## src/rtl/sc_level_pkg.sv

```systemverilog
// -----------------------------------------------------------------------------
// sc_level_pkg
// Shared definitions for the level sequencer slice:
//   - default parameter values for sc_level_sequencer / sc_lives_counter
//   - FSM state encodings (plain localparam constants, legacy-compatible)
//   - the registered status-flag bundle and a helper that builds it
// -----------------------------------------------------------------------------
package sc_level_pkg;

  localparam int DEFAULT_NUM_LEVELS      = 3;
  localparam int DEFAULT_LEVEL_WIDTH     = 3;
  localparam int DEFAULT_PROGRESS_WIDTH  = 5;
  localparam int DEFAULT_PROGRESS_TARGET = 12;
  localparam int DEFAULT_LIVES           = 3;

  // The lives counter is fixed at 3 bits, enough for the legal 1..7 range.
  localparam int LIVES_WIDTH = 3;

  localparam int STATE_WIDTH = 3;
  localparam logic [STATE_WIDTH-1:0] ST_IDLE       = 3'd0;
  localparam logic [STATE_WIDTH-1:0] ST_PLAY       = 3'd1;
  localparam logic [STATE_WIDTH-1:0] ST_LEVEL_DONE = 3'd2;
  localparam logic [STATE_WIDTH-1:0] ST_ENDGAME    = 3'd3;
  localparam logic [STATE_WIDTH-1:0] ST_GAMEOVER   = 3'd4;

  // Single-bit outputs that are registered together with the state.
  typedef struct packed {
    logic startCount;
    logic levelFinished;
    logic finishedGame;
    logic gameOver;
  } statusFlags_t;

  function automatic statusFlags_t makeFlags(
    input logic startCount,
    input logic levelFinished,
    input logic finishedGame,
    input logic gameOver
  );
    statusFlags_t f;
    f.startCount    = startCount;
    f.levelFinished = levelFinished;
    f.finishedGame  = finishedGame;
    f.gameOver      = gameOver;
    return f;
  endfunction

  // Flag values while no game is running: external counter held in clear.
  localparam statusFlags_t FLAGS_IDLE = '{startCount: 1'b1, default: 1'b0};

endpackage

```

## src/rtl/sc_lives_counter.sv

```systemverilog
// -----------------------------------------------------------------------------
// sc_lives_counter
// Remaining-lives register. Load restores the starting value, decrement
// removes one life and saturates at zero (never wraps). Load wins over
// decrement when both are requested.
//
// Ports:
//   SC_LIVES_COUNTER_CLOCK_50      in   system clock, rising edge
//   SC_LIVES_COUNTER_RESET_InLow   in   asynchronous active-low reset (-> LIVES)
//   SC_LIVES_COUNTER_Load_In       in   reload LIVES on the next edge
//   SC_LIVES_COUNTER_Decrement_In  in   remove one life on the next edge
//   SC_LIVES_COUNTER_Count_Out     out  remaining lives (registered)
//   SC_LIVES_COUNTER_Zero_Out      out  high when no lives remain
// -----------------------------------------------------------------------------
module sc_lives_counter
  import sc_level_pkg::*;
#(
  parameter int LIVES = DEFAULT_LIVES
)
(
  input  logic                   SC_LIVES_COUNTER_CLOCK_50,
  input  logic                   SC_LIVES_COUNTER_RESET_InLow,
  input  logic                   SC_LIVES_COUNTER_Load_In,
  input  logic                   SC_LIVES_COUNTER_Decrement_In,
  output logic [LIVES_WIDTH-1:0] SC_LIVES_COUNTER_Count_Out,
  output logic                   SC_LIVES_COUNTER_Zero_Out
);

  localparam logic [LIVES_WIDTH-1:0] LIVES_INIT = LIVES_WIDTH'(LIVES);

  logic [LIVES_WIDTH-1:0] count;

  // NOTE: state registers use non-blocking assignments so every flop samples
  // the pre-edge value of every other flop, independent of block ordering.
  always_ff @(posedge SC_LIVES_COUNTER_CLOCK_50 or negedge SC_LIVES_COUNTER_RESET_InLow) begin
    if (!SC_LIVES_COUNTER_RESET_InLow) begin
      count <= LIVES_INIT;
    end else if (SC_LIVES_COUNTER_Load_In) begin
      count <= LIVES_INIT;
    end else if (SC_LIVES_COUNTER_Decrement_In && (count != '0)) begin
      count <= count - LIVES_WIDTH'(1);
    end
  end

  assign SC_LIVES_COUNTER_Count_Out = count;
  assign SC_LIVES_COUNTER_Zero_Out  = (count == '0);

endmodule

```

## src/rtl/sc_level_sequencer.sv

```systemverilog
// -----------------------------------------------------------------------------
// sc_level_sequencer
// Game level sequencer: a Moore FSM (IDLE, PLAY, LEVEL_DONE, ENDGAME,
// GAMEOVER) that walks the player through NUM_LEVELS levels, tracks lives via
// sc_lives_counter and drives the clear/hold of the external progress counter.
// Every output comes straight from a register, so an output change appears
// one cycle after the input that caused it is sampled.
//
// Ports:
//   SC_LEVEL_SEQUENCER_CLOCK_50             in   system clock, rising edge
//   SC_LEVEL_SEQUENCER_RESET_InLow          in   asynchronous active-low reset
//   SC_LEVEL_SEQUENCER_Start_In             in   start / restart request (level)
//   SC_LEVEL_SEQUENCER_LvlProgressCount_In  in   external progress count
//   SC_LEVEL_SEQUENCER_PlayerHit_In         in   one-cycle life-lost pulse
//   SC_LEVEL_SEQUENCER_CurrentLevel_Out     out  active level, 0 when idle
//   SC_LEVEL_SEQUENCER_StartCount_Out       out  clear/hold external counter
//   SC_LEVEL_SEQUENCER_LevelFinished_Out    out  one-cycle level-complete pulse
//   SC_LEVEL_SEQUENCER_FinishedGame_Out     out  high in ENDGAME
//   SC_LEVEL_SEQUENCER_GameOver_Out         out  high in GAMEOVER
//   SC_LEVEL_SEQUENCER_Lives_Out            out  remaining lives
// -----------------------------------------------------------------------------
module sc_level_sequencer
  import sc_level_pkg::*;
#(
  parameter int NUM_LEVELS      = DEFAULT_NUM_LEVELS,
  parameter int LEVEL_WIDTH     = DEFAULT_LEVEL_WIDTH,
  parameter int PROGRESS_WIDTH  = DEFAULT_PROGRESS_WIDTH,
  parameter int PROGRESS_TARGET = DEFAULT_PROGRESS_TARGET,
  parameter int LIVES           = DEFAULT_LIVES
)
(
  input  logic                      SC_LEVEL_SEQUENCER_CLOCK_50,
  input  logic                      SC_LEVEL_SEQUENCER_RESET_InLow,
  input  logic                      SC_LEVEL_SEQUENCER_Start_In,
  input  logic [PROGRESS_WIDTH-1:0] SC_LEVEL_SEQUENCER_LvlProgressCount_In,
  input  logic                      SC_LEVEL_SEQUENCER_PlayerHit_In,
  output logic [LEVEL_WIDTH-1:0]    SC_LEVEL_SEQUENCER_CurrentLevel_Out,
  output logic                      SC_LEVEL_SEQUENCER_StartCount_Out,
  output logic                      SC_LEVEL_SEQUENCER_LevelFinished_Out,
  output logic                      SC_LEVEL_SEQUENCER_FinishedGame_Out,
  output logic                      SC_LEVEL_SEQUENCER_GameOver_Out,
  output logic [LIVES_WIDTH-1:0]    SC_LEVEL_SEQUENCER_Lives_Out
);

  localparam logic [LEVEL_WIDTH-1:0]    LEVEL_FIRST = LEVEL_WIDTH'(1);
  localparam logic [LEVEL_WIDTH-1:0]    LEVEL_LAST  = LEVEL_WIDTH'(NUM_LEVELS);
  localparam logic [PROGRESS_WIDTH-1:0] TARGET      = PROGRESS_WIDTH'(PROGRESS_TARGET);

  logic [STATE_WIDTH-1:0] state;
  logic [STATE_WIDTH-1:0] stateNext;
  logic [LEVEL_WIDTH-1:0] level;
  logic [LEVEL_WIDTH-1:0] levelNext;
  statusFlags_t           flags;
  statusFlags_t           flagsNext;

  logic                   livesLoad;
  logic                   livesDecrement;
  logic [LIVES_WIDTH-1:0] lives;
  logic                   livesZero;

  logic targetReached;
  logic lastLife;
  logic lastLevel;

  assign targetReached = (SC_LEVEL_SEQUENCER_LvlProgressCount_In >= TARGET);
  // Zero is included so a corrupted count can never underflow a hit.
  assign lastLife      = (lives == LIVES_WIDTH'(1)) || livesZero;
  // ">=" keeps the level clamped even if the register were ever corrupted.
  assign lastLevel     = (level >= LEVEL_LAST);

  // ---------------------------------------------------------------------------
  // Next-state / next-output logic
  // ---------------------------------------------------------------------------
  always_comb begin
    // NOTE: every signal written here gets a default first; a path that
    // leaves one unassigned would infer a latch.
    stateNext      = state;
    levelNext      = level;
    flagsNext      = FLAGS_IDLE;
    livesLoad      = 1'b0;
    livesDecrement = 1'b0;

    case (state)
      ST_IDLE: begin
        levelNext = '0;
        if (SC_LEVEL_SEQUENCER_Start_In) begin
          stateNext = ST_PLAY;
          levelNext = LEVEL_FIRST;
          livesLoad = 1'b1;
          flagsNext = makeFlags(1'b0, 1'b0, 1'b0, 1'b0);
        end
      end

      ST_PLAY: begin
        // Start_In is deliberately not looked at while playing.
        flagsNext = makeFlags(1'b0, 1'b0, 1'b0, 1'b0);
        if (targetReached) begin
          // Completion outranks a simultaneous hit: the life is kept.
          stateNext = ST_LEVEL_DONE;
          flagsNext = makeFlags(1'b1, 1'b1, 1'b0, 1'b0);
        end else if (SC_LEVEL_SEQUENCER_PlayerHit_In) begin
          livesDecrement = 1'b1;
          if (lastLife) begin
            stateNext = ST_GAMEOVER;
            flagsNext = makeFlags(1'b1, 1'b0, 1'b0, 1'b1);
          end else begin
            // One-cycle StartCount restarts the level's progress from zero.
            flagsNext = makeFlags(1'b1, 1'b0, 1'b0, 1'b0);
          end
        end
      end

      ST_LEVEL_DONE: begin
        if (lastLevel) begin
          stateNext = ST_ENDGAME;
          levelNext = LEVEL_LAST;
          flagsNext = makeFlags(1'b1, 1'b0, 1'b1, 1'b0);
        end else begin
          stateNext = ST_PLAY;
          levelNext = level + LEVEL_FIRST;
          flagsNext = makeFlags(1'b0, 1'b0, 1'b0, 1'b0);
        end
      end

      ST_ENDGAME: begin
        flagsNext = makeFlags(1'b1, 1'b0, 1'b1, 1'b0);
        if (SC_LEVEL_SEQUENCER_Start_In) begin
          stateNext = ST_IDLE;
          levelNext = '0;
          livesLoad = 1'b1;
          flagsNext = FLAGS_IDLE;
        end
      end

      ST_GAMEOVER: begin
        flagsNext = makeFlags(1'b1, 1'b0, 1'b0, 1'b1);
        if (SC_LEVEL_SEQUENCER_Start_In) begin
          stateNext = ST_IDLE;
          levelNext = '0;
          livesLoad = 1'b1;
          flagsNext = FLAGS_IDLE;
        end
      end

      default: begin
        // Illegal encoding: fall back to a clean IDLE on the next edge.
        stateNext = ST_IDLE;
        levelNext = '0;
        livesLoad = 1'b1;
        flagsNext = FLAGS_IDLE;
      end
    endcase
  end

  // ---------------------------------------------------------------------------
  // State and output registers
  // ---------------------------------------------------------------------------
  always_ff @(posedge SC_LEVEL_SEQUENCER_CLOCK_50 or negedge SC_LEVEL_SEQUENCER_RESET_InLow) begin
    if (!SC_LEVEL_SEQUENCER_RESET_InLow) begin
      state <= ST_IDLE;
      level <= '0;
      flags <= FLAGS_IDLE;
    end else begin
      state <= stateNext;
      level <= levelNext;
      flags <= flagsNext;
    end
  end

  sc_lives_counter #(
    .LIVES (LIVES)
  ) u_lives_counter (
    .SC_LIVES_COUNTER_CLOCK_50     (SC_LEVEL_SEQUENCER_CLOCK_50),
    .SC_LIVES_COUNTER_RESET_InLow  (SC_LEVEL_SEQUENCER_RESET_InLow),
    .SC_LIVES_COUNTER_Load_In      (livesLoad),
    .SC_LIVES_COUNTER_Decrement_In (livesDecrement),
    .SC_LIVES_COUNTER_Count_Out    (lives),
    .SC_LIVES_COUNTER_Zero_Out     (livesZero)
  );

  assign SC_LEVEL_SEQUENCER_CurrentLevel_Out  = level;
  assign SC_LEVEL_SEQUENCER_StartCount_Out    = flags.startCount;
  assign SC_LEVEL_SEQUENCER_LevelFinished_Out = flags.levelFinished;
  assign SC_LEVEL_SEQUENCER_FinishedGame_Out  = flags.finishedGame;
  assign SC_LEVEL_SEQUENCER_GameOver_Out      = flags.gameOver;
  assign SC_LEVEL_SEQUENCER_Lives_Out         = lives;

endmodule

```

## config.mk

```make
export PLATFORM = sky130hd
export DESIGN_NAME = sc_level_sequencer
export DESIGN_NICKNAME = d
export VERILOG_FILES = /design/src/rtl/sc_level_pkg.sv /design/src/rtl/sc_lives_counter.sv /design/src/rtl/sc_level_sequencer.sv
export SDC_FILE = /design/constraint.sdc
export NUM_CORES = 1
export LEC_CHECK = 0
export CAP_MARGIN = 20
export CORE_MARGIN = 3
export CORE_UTILIZATION = 33
export CTS_CLUSTER_SIZE = 40
export DETAILED_ROUTE_END_ITERATION = 8
export SYNTH_ARGS = -nofsm -noshare
export SYNTH_HDL_FRONTEND = slang
export SYNTH_HIERARCHICAL = 1
export SYNTH_SLANG_ARGS = --single-unit
```

## constraint.sdc

```tcl
create_clock -name SC_LEVEL_SEQUENCER_CLOCK_50 -period 2.4 [get_ports SC_LEVEL_SEQUENCER_CLOCK_50]
set_input_delay 0.24 -clock SC_LEVEL_SEQUENCER_CLOCK_50 [delete_from_list [all_inputs] [get_ports SC_LEVEL_SEQUENCER_CLOCK_50]]
set_output_delay 0.24 -clock SC_LEVEL_SEQUENCER_CLOCK_50 [all_outputs]
set_load 0.02 [all_outputs]
```

# After elaboration in Yosys (flattened, before gate mapping)
# Cells that the tools add are included.
# word_totals
regBits,13
inputBits,9
out_inout_bits,10
elab_cells,57
# op_classes
add_sub_neg,2
magnitude_cmp,2
eq_ne,9
n_mux,25
bitwise_logic,1
reduce_logical,11
# ops
operator,count
3-bit two-way mux,8
3-bit one-hot mux with 4 select lines,2
4-bit one-hot mux with 5 select lines,1
4-bit two-way mux,4
1-bit two-way mux,7
"3-bit by 1-bit equality test with 1-bit output, second input constant",2
"3-bit by 2-bit equality test with 1-bit output, second input constant",2
3-bit zero test,2
"3-bit != test, second input constant",2
"5-bit by 4-bit greater-or-equal comparator with 1-bit output, second input constant",1
2-bit two-way mux,2
4-bit AND reduction,1
2-bit OR reduction,2
"3-bit by 1-bit adder with 3-bit output, second input constant",1
"3-bit equality test, second input constant",1
"3-bit by 2-bit greater-or-equal comparator with 1-bit output, second input constant",1
3-bit nonzero test,1
3-bit OR reduction,1
"3-bit by 1-bit subtractor with 3-bit output, second input constant",1
"2-bit by 1-bit != test with 1-bit output, second input constant",1
"2-bit != test, second input constant",1
1-bit one-hot mux with 2 select lines,1
2-bit AND reduction,1
2-bit nonzero test,1
3 further kinds,3

# Longest topological paths before layout
# Gate-level depths: netlist (run 1).
# depth
word_depth,6
depth_mapped,6
mapped_depth_nobuf,5

# Hierarchy
# The synthesis (run 1) kept the hierarchy.
# by_module_without_submodules
mod,n_inst,cells_each,area_each_um2,seq_area_each_um2
sc_level_sequencer,1,57,596.8,251.5
sc_lives_counter,1,17,185.2,77.6

# Worst setup path before layout (run 1)
# Ideal clock, no wire load.
# synth_timing
path_kind,register to register
from,"register level[0], in the netlist SC_LEVEL_SEQUENCER_CurrentLevel_Out[0]"
to,register state[1]
setup_time_ps,124
arrival_ps,1585
t_required_ps,2276
path_slack_ps,691
path_stages_with_launch,6
n_path_buf,0
period_less_slack_ps,1709
path_cell_list,dfrtp_1 -> ha_1 -> ha_1 -> a211o_1 -> o211a_1 -> or2_1
# synth_between
elab_chain_cells,3
# synth_rtl
item,line_no,rtl
start: declaration,sc_level_sequencer.sv:51,logic [LEVEL_WIDTH-1:0] level;
start signal: assignment,sc_level_sequencer.sv:165,level <= levelNext;
3-bit by 2-bit greater-or-equal comparator with 1-bit output,sc_level_sequencer.sv:69,assign lastLevel = (level >= LEVEL_LAST);
2-bit two-way mux,sc_level_sequencer.sv:114,if (lastLevel) begin
3-bit one-hot mux with 4 select lines,sc_level_sequencer.sv:83,case (state)
end signal: assignment,sc_level_sequencer.sv:164,state <= stateNext;
end: declaration,sc_level_sequencer.sv:49,logic [STATE_WIDTH-1:0] state;
# No other way between the ends.
# A chain may end at the register's enable or synchronous reset.

# Final worst setup path (run 1)
# layout_timing
from,register state[1]
to,"register u_lives_counter.count[2], in the netlist u_lives_counter/SC_LIVES_COUNTER_Count_Out[2]"
# layout_between
elab_chain_cells,4
word_cells_on_any_way,12
cone_classes,eq/ne (4); mux (3); reduce/logical (5)
# layout_rtl
item,line_no,rtl
"3-bit equality test, or another cell as far along",sc_level_sequencer.sv:83,
3-bit OR reduction (no line) / 2-bit OR reduction (equally long branches),-,
1-bit one-hot mux with 2 select lines *,sc_level_sequencer.sv:83,
named net livesLoad,sc_level_sequencer.sv:56,logic livesLoad;
3-bit two-way mux / 2-bit nonzero test (equally long branches),-,
end signal: assignment,sc_lives_counter.sv:41,count <= count - LIVES_WIDTH'(1);
end: declaration,sc_lives_counter.sv:31,logic [LIVES_WIDTH-1:0] count;
# Mark *: on every way through the listed nets, which the timed path passes. The rest lies on a longest branch.

==> summary.txt, run 1 <==
Outcome
  – Outcome: complete, no violations

Global routing
  – GRT overflow: 0
  – Vias in the first global route: 480
  – Total GRT Usage: 0.104
  – Initial antenna violation count: 0
  – First-pass GRT wire length: 2260 µm
  – Largest net degree at the start of global routing: 14

Clock network
  – CTS buffer count: 3
  – Clock latency at the later pin of the worst-skew pair: 0.28 ns
  – H-tree lvl count: 1
  – Setup bufs post-CTS: 0
  – # hold bufs at CTS: 0
  – CTS Root Cell: clkbuf_4
  – Clk slew on worst S/H paths: approximately 0.080 ns
  – CTS tree: yes
  – Clock sink total: 13
  – Cts repair resizes: 0
  – Clock Tree Buf Depth: 2

Floorplanning
  – Die area: 2990 µm²
  – Row count: 17
  – Ports: 19
  – Core area: 2230 µm²
  – Die W: approximately 55 µm
  – Die height: 54.7 µm
  – Initial Utilization: 0.350

Synth
  – Synthesized cell area: 782 µm²
  – Async SR Flop Fraction: 1.00
  – YS warnings: 6
  – Netlist cell types: 41
  – Synth Register Bits: 13
  – Sequential-to-total area share from yosys stat: 0.421
  – Syn avg cell area: 10.6 µm²
  – Post-synth EDFFs: 0
  – Main flop type after synthesis: dfrtp_1
  – Mapped Cells: 74
  – Syn Nets: 87

Pwr
  – Flop pwr share: 0.386
  – Comb pwr share: 0.481
  – Switch share: 0.388
  – Power per cell area: 1080 nW/µm²
  – NetSw: 0.000403 W
  – VDD IR max: approximately 0.40 mV
  – Clock share of power: 0.133
  – Pleak: 0.419 nW
  – Int Pwr: 0.000634 W

Drt
  – Drt first pass iters: 4
  – Drt via density: ~5.0
  – Drt total wl: ~1400 µm
  – Drt drc: 0
  – Wire per inst: 11.5 µm
  – 1st-iter DRT viols: 12
  – Final ANT Viol Nets: 0
  – Detailed-route via count: just under 600

Job
  – Max_cap viols: 0

Finish
  – Ant. Diodes: 0
  – Layout fillers: 213
  – P&R area growth vs syn: 23.2%
  – Layout cells sized above 1: 0.133
  – Most common cell after layout, fill and taps aside: clkdlybuf4s50_1
  – Commonest cells after routing, fill and taps aside: 16 x clkdlybuf4s50_1, 10 x dfrtp_1, 7 x inv_1, 6 x nor2_1, 4 x ha_1
  – Nets: approximately 100

STA
  – Final setup fails: 0
  – Fin crit share: 0.756
  – RSZ-0062 raised after global routing: no
  – Worst Tran Pin Value: 0.563 ns
  – Min Tclk post-route: 1.81 ns
  – Clock skew: 0.00147 ns
  – TNS Setup: 0 ns
  – Worst setup margin: 0.586 ns
  – Max Clk Rate: 0.551 GHz
  – Fin. max-slew vios: 0
  – Hold Violations, Final: 0
  – Slew HR: 0.623

Worst setup path
  – Crit path required time: 2.59 ns
  – Critical path arrival: 2.01 ns
  – Critical Path Fanout Max: 12
  – Kind of critical path: reg2reg
  – Startpoint Class: flip-flop
  – Crit. End Element: flip-flop

Hold path
  – Worst min-delay path class: in2async

Placement
  – Gpl congestion: 0.720
  – IO Port Bufs: 16
  – Detailed Place HPWL: 1060 µm
  – Pre-CTS setup slack: about 0.37 ns
-- routing by layer --
layer / track usage / routed length, µm / up-vias
met3: 0.0272 / 46 / 3
met5: 0 / 0 / -
met1: 0.160 / 694 / 269
met4: 0.0373 / 20 / 0
met2: 0.136 / 592 / 14
li1: - / - / 301
-- worst max-delay path, stage by stage, from the launching register on --
cell and delay, ns:
dfrtp_1 0.57, nor2_1 0.14, a22oi_1 0.16, o21ai_0 0.22, or4b_1 0.56, o31ai_1 0.07
-- Yosys cell counts (all sizes together), types with 2 or more instances --
| cell | n | share of area |
|---|---|---|
| nor3b | 3 | 0.035 |
| buf | 4 | 0.053 |
| dfstp | 3 | 0.10 |
| inv | 7 | 0.034 |
| dfrtp | 10 | 0.32 |
| a2bb2oi | 2 | 0.022 |
| and2b | 3 | 0.035 |
| ha | 4 | 0.064 |
| a21oi | 2 | 0.018 |
| mux2i | 2 | 0.026 |
| o21ai | 5 | 0.032 |
| nor2 | 6 | 0.029 |
-- cell type report --
cell class / instances / area [µm²] / area share
Clock buffer: 3 / 22.5 / 0.0234
Clock inverter: 1 / 5.00 / 0.00519
Inverter: 7 / 26.3 / 0.0273
Multi-Input combinational cell: 50 / 385 / 0.400
Sequential cell: 13 / 329 / 0.342
Tap cell: 28 / 35.0 / 0.0364
Timing Repair Buffer: 16 / 160 / 0.166
-- flip-flops by register name, indices dropped and copies added (netlist names) --
signal	cells
SC_LEVEL_SEQUENCER_CurrentLevel_Out	3
state	3
u_lives_counter/SC_LIVES_COUNTER_Count_Out	3
SC_LEVEL_SEQUENCER_FinishedGame_Out	1
SC_LEVEL_SEQUENCER_GameOver_Out	1
SC_LEVEL_SEQUENCER_LevelFinished_Out	1
SC_LEVEL_SEQUENCER_StartCount_Out	1
-- logic make-up (layout without fill, tap and decap cells) --
kind of cell	after synthesis	in the layout	share of synthesized area
AOI/OAI and AO/OA	22	22	0.210
adders and majority gates	4	4	0.0640
buffers and inverters	11	27	0.0864
DFF	13	13	0.421
muxes	2	2	0.0256
and+or+nand+nor	22	22	0.194
-- metrics by stage --
| stage | cell area (µm²) | hold slack (ns) | instances | power, W | utilization |
|---|---|---|---|---|---|
| 2_1_floorplan | 782 | -0.0556 | 74 | 0.000754 | - |
| 3_3_place_gp | 936 | 0.538 | 114 | 0.000897 | 0.419 |
| 3_5_place_dp | 936 | 0.540 | 114 | 0.000907 | 0.419 |
| 4_1_cts | 963 | 0.350 | 118 | 0.00105 | 0.431 |
| 5_1_grt | 963 | 0.369 | 118 | 0.00112 | 0.431 |
| 6_report | 963 | 0.319 | 118 | 0.00104 | 0.431 |
-- power by group through the flow --
stage	Clock [W]	Combinational [W]	Sequential [W]
after floorplan	0	0.000330	0.000425
final	0.000138	0.000499	0.000400
after global placement	0	0.000498	0.000399
after CTS	0.000141	0.000505	0.000399
after global routing	0.000153	0.000555	0.000415
after detailed placement	0	0.000505	0.000403
-- path summary, 6_finish.rpt --
| kind | start | end | slack [ns] | depth (start not counted) |
|---|---|---|---|---|
| max in group asynchronous | SC_LEVEL_SEQUENCER_RESET_InLow | u_lives_counter/SC_LIVES_COUNTER_Count_Out[1] | 1.71 | 1 |
| worst max register to register | state[1] | u_lives_counter/SC_LIVES_COUNTER_Count_Out[2] | 0.59 | 5 |
| min in group SC_LEVEL_SEQUENCER_CLOCK_50 | u_lives_counter/SC_LIVES_COUNTER_Count_Out[1] | u_lives_counter/SC_LIVES_COUNTER_Count_Out[1] | 0.55 | 2 |
| worst max-delay path | state[1] | u_lives_counter/SC_LIVES_COUNTER_Count_Out[2] | 0.59 | 5 |
| worst min-delay path | SC_LEVEL_SEQUENCER_RESET_InLow | state[2] | 0.32 | 1 |
| worst min register to register | u_lives_counter/SC_LIVES_COUNTER_Count_Out[1] | u_lives_counter/SC_LIVES_COUNTER_Count_Out[1] | 0.55 | 2 |
(Power assumes the default switching activity.)
==> run 2: changes to the inputs <==
clock period = 1.9 ns   (was 2.4 ns; I/O delays follow)
==> summary.txt, run 2 (synthesis results as in run 1) <==
Outcome
  – Outcome: complete, no violations

Clock network
  – CTS buffer count: 3
  – # hold bufs at CTS: 0
  – CTS tree: yes
  – Clock Tree Buf Depth: 2
  – Setup bufs post-CTS: 0
  – Clk slew on worst S/H paths: 0.08 ns
  – Cts repair resizes: 0
  – Clock sink total: 13
  – H-tree lvl count: 1
  – Clock latency at the later pin of the worst-skew pair: 0.28 ns
  – CTS Root Cell: clkbuf_4

Drt
  – Drt via density: 5.24
  – Drt drc: 0
  – Drt total wl: between 1500 and 2000 µm
  – Detailed-route via count: 644
  – Final ANT Viol Nets: 0
  – 1st-iter DRT viols: 19
  – Drt first pass iters: 4
  – Wire per inst: 12.4 µm

Pwr
  – Total power after layout: ~0.0014 W
  – Pleak: 0.440 nW
  – VDD IR max: 0.505 mV
  – Power per cell area: 1370 nW/µm²

STA
  – Worst Tran Pin Value: 0.569 ns
  – Max Clk Rate: 0.580 GHz
  – TNS Setup: 0 ns
  – Clock skew: 0.00571 ns
  – Hold Violations, Final: 0
  – Min Tclk post-route: ~1.7 ns
  – RSZ-0062 raised after global routing: no
  – Worst setup margin: 0.177 ns
  – Fin crit share: 0.907
  – Slew HR: 0.620
  – Final setup fails: 0
  – Fin. max-slew vios: 0

Finish
  – P&R area growth vs syn: 27.8%
  – Ant. Diodes: 0
  – Layout cells sized above 1: 0.168
  – Nets: 109
  – Layout fillers: 227
  – Commonest cells after routing, fill and taps aside: 16 x clkdlybuf4s50_1, 10 x dfrtp_1, 7 x inv_1, 6 x nor2_1, 5 x buf_4
  – Most common cell after layout, fill and taps aside: clkdlybuf4s50_1

Hold path
  – Worst min-delay path class: in2async

Worst setup path
  – Crit-path cells: nor3b_2 -> and3_1 -> nor2b_1 -> mux2i_1
  – Critical path buffers and inverters: 0
  – Slowest cell on the critical path: dfrtp_1
  – Crit path max-delay family: simple AND/OR/NAND/NOR gates
  – Crit path required time: 2.11 ns
  – Slowest Stage Delay on Critical Path: roughly 0.55 ns
  – Startpoint Class: flip-flop
  – Critical Path Fanout Max: 12
  – Kind of critical path: reg2reg
  – Crit. End Element: flip-flop
  – Critical path arrival: 1.93 ns

Floorplanning
  – Row count: 17
  – Die W: between 50 and 60 µm
  – Die height: between 50 and 60 µm
  – Core area: ~2200 µm²
  – Die area: approximately 3000 µm²
  – Ports: 19
  – Initial Utilization: 0.350

Global routing
  – Largest net degree at the start of global routing: 14
  – First-pass GRT wire length: about 2600 µm
  – GRT overflow: 0
  – Initial antenna violation count: 0
  – Total GRT Usage: 0.124
  – Vias in the first global route: between 500 and 600

Placement
  – Pre-CTS setup slack: 0.194 ns
  – Detailed Place HPWL: 1200 µm
  – IO Port Bufs: 16
  – Gpl congestion: 0.772

Job
  – Max_cap viols: 0
-- run 2: area by class of cell --
class / count / area (µm²) / share of cell area
Clock buffer: 4 / 26.3 / 0.0263
Multi-Input combinational cell: 50 / 385 / 0.385
Inverter: 7 / 26.3 / 0.0263
Timing Repair Buffer: 21 / 198 / 0.198
Sequential cell: 13 / 329 / 0.329
Tap cell: 28 / 35.0 / 0.0350
-- run 2: power by group --
group,internal (W),switching [W],total [W]
Clock,0.0000814,0.0000896,0.000171
Sequential,0.000384,0.0000958,0.000480
Combinational,0.000385,0.000332,0.000718
-- run 2: final timing paths --
| kind | cells after the start | to | slack (ns) | startpoint |
|---|---|---|---|---|
| min in group SC_LEVEL_SEQUENCER_CLOCK_50 | 2 | u_lives_counter/SC_LIVES_COUNTER_Count_Out[0] | 0.55 | u_lives_counter/SC_LIVES_COUNTER_Count_Out[0] |
| worst min register to register | 2 | u_lives_counter/SC_LIVES_COUNTER_Count_Out[0] | 0.55 | u_lives_counter/SC_LIVES_COUNTER_Count_Out[0] |
| max in group asynchronous | 1 | SC_LEVEL_SEQUENCER_StartCount_Out | 1.25 | SC_LEVEL_SEQUENCER_RESET_InLow |
| worst max-delay path | 4 | u_lives_counter/SC_LIVES_COUNTER_Count_Out[1] | 0.18 | state[0] |
| worst min-delay path | 1 | u_lives_counter/SC_LIVES_COUNTER_Count_Out[2] | 0.27 | SC_LEVEL_SEQUENCER_RESET_InLow |
| worst max register to register | 4 | u_lives_counter/SC_LIVES_COUNTER_Count_Out[1] | 0.18 | state[0] |
-- run 2: worst register-to-register path, stage by stage (launching register included) --
cell and delay (ns):
dfrtp_1 0.55, nor3b_2 0.36, and3_1 0.21, nor2b_1 0.32, mux2i_1 0.23
-- run 2: stage by stage --
step            util  std cells  hold WS, ns  instance area (µm²)
4_1_cts        0.448        123        0.292                 1000
3_5_place_dp   0.436        119        0.541                  973
3_3_place_gp   0.436        119        0.535                  973
6_report       0.448        123        0.271                 1000
2_1_floorplan      -         74       -0.106                  782
5_1_grt        0.448        123        0.320                 1000
-- run 2: routing by layer --
layer,vias to the layer above,routed length [µm],GRT usage,part of all wire
li1,314,-,-,-
met1,307,736,0.168,0.48
met2,19,697,0.177,0.46
met3,4,68,0.0245,0.044
met4,0,27,0.0747,0.018
met5,-,0,0,0
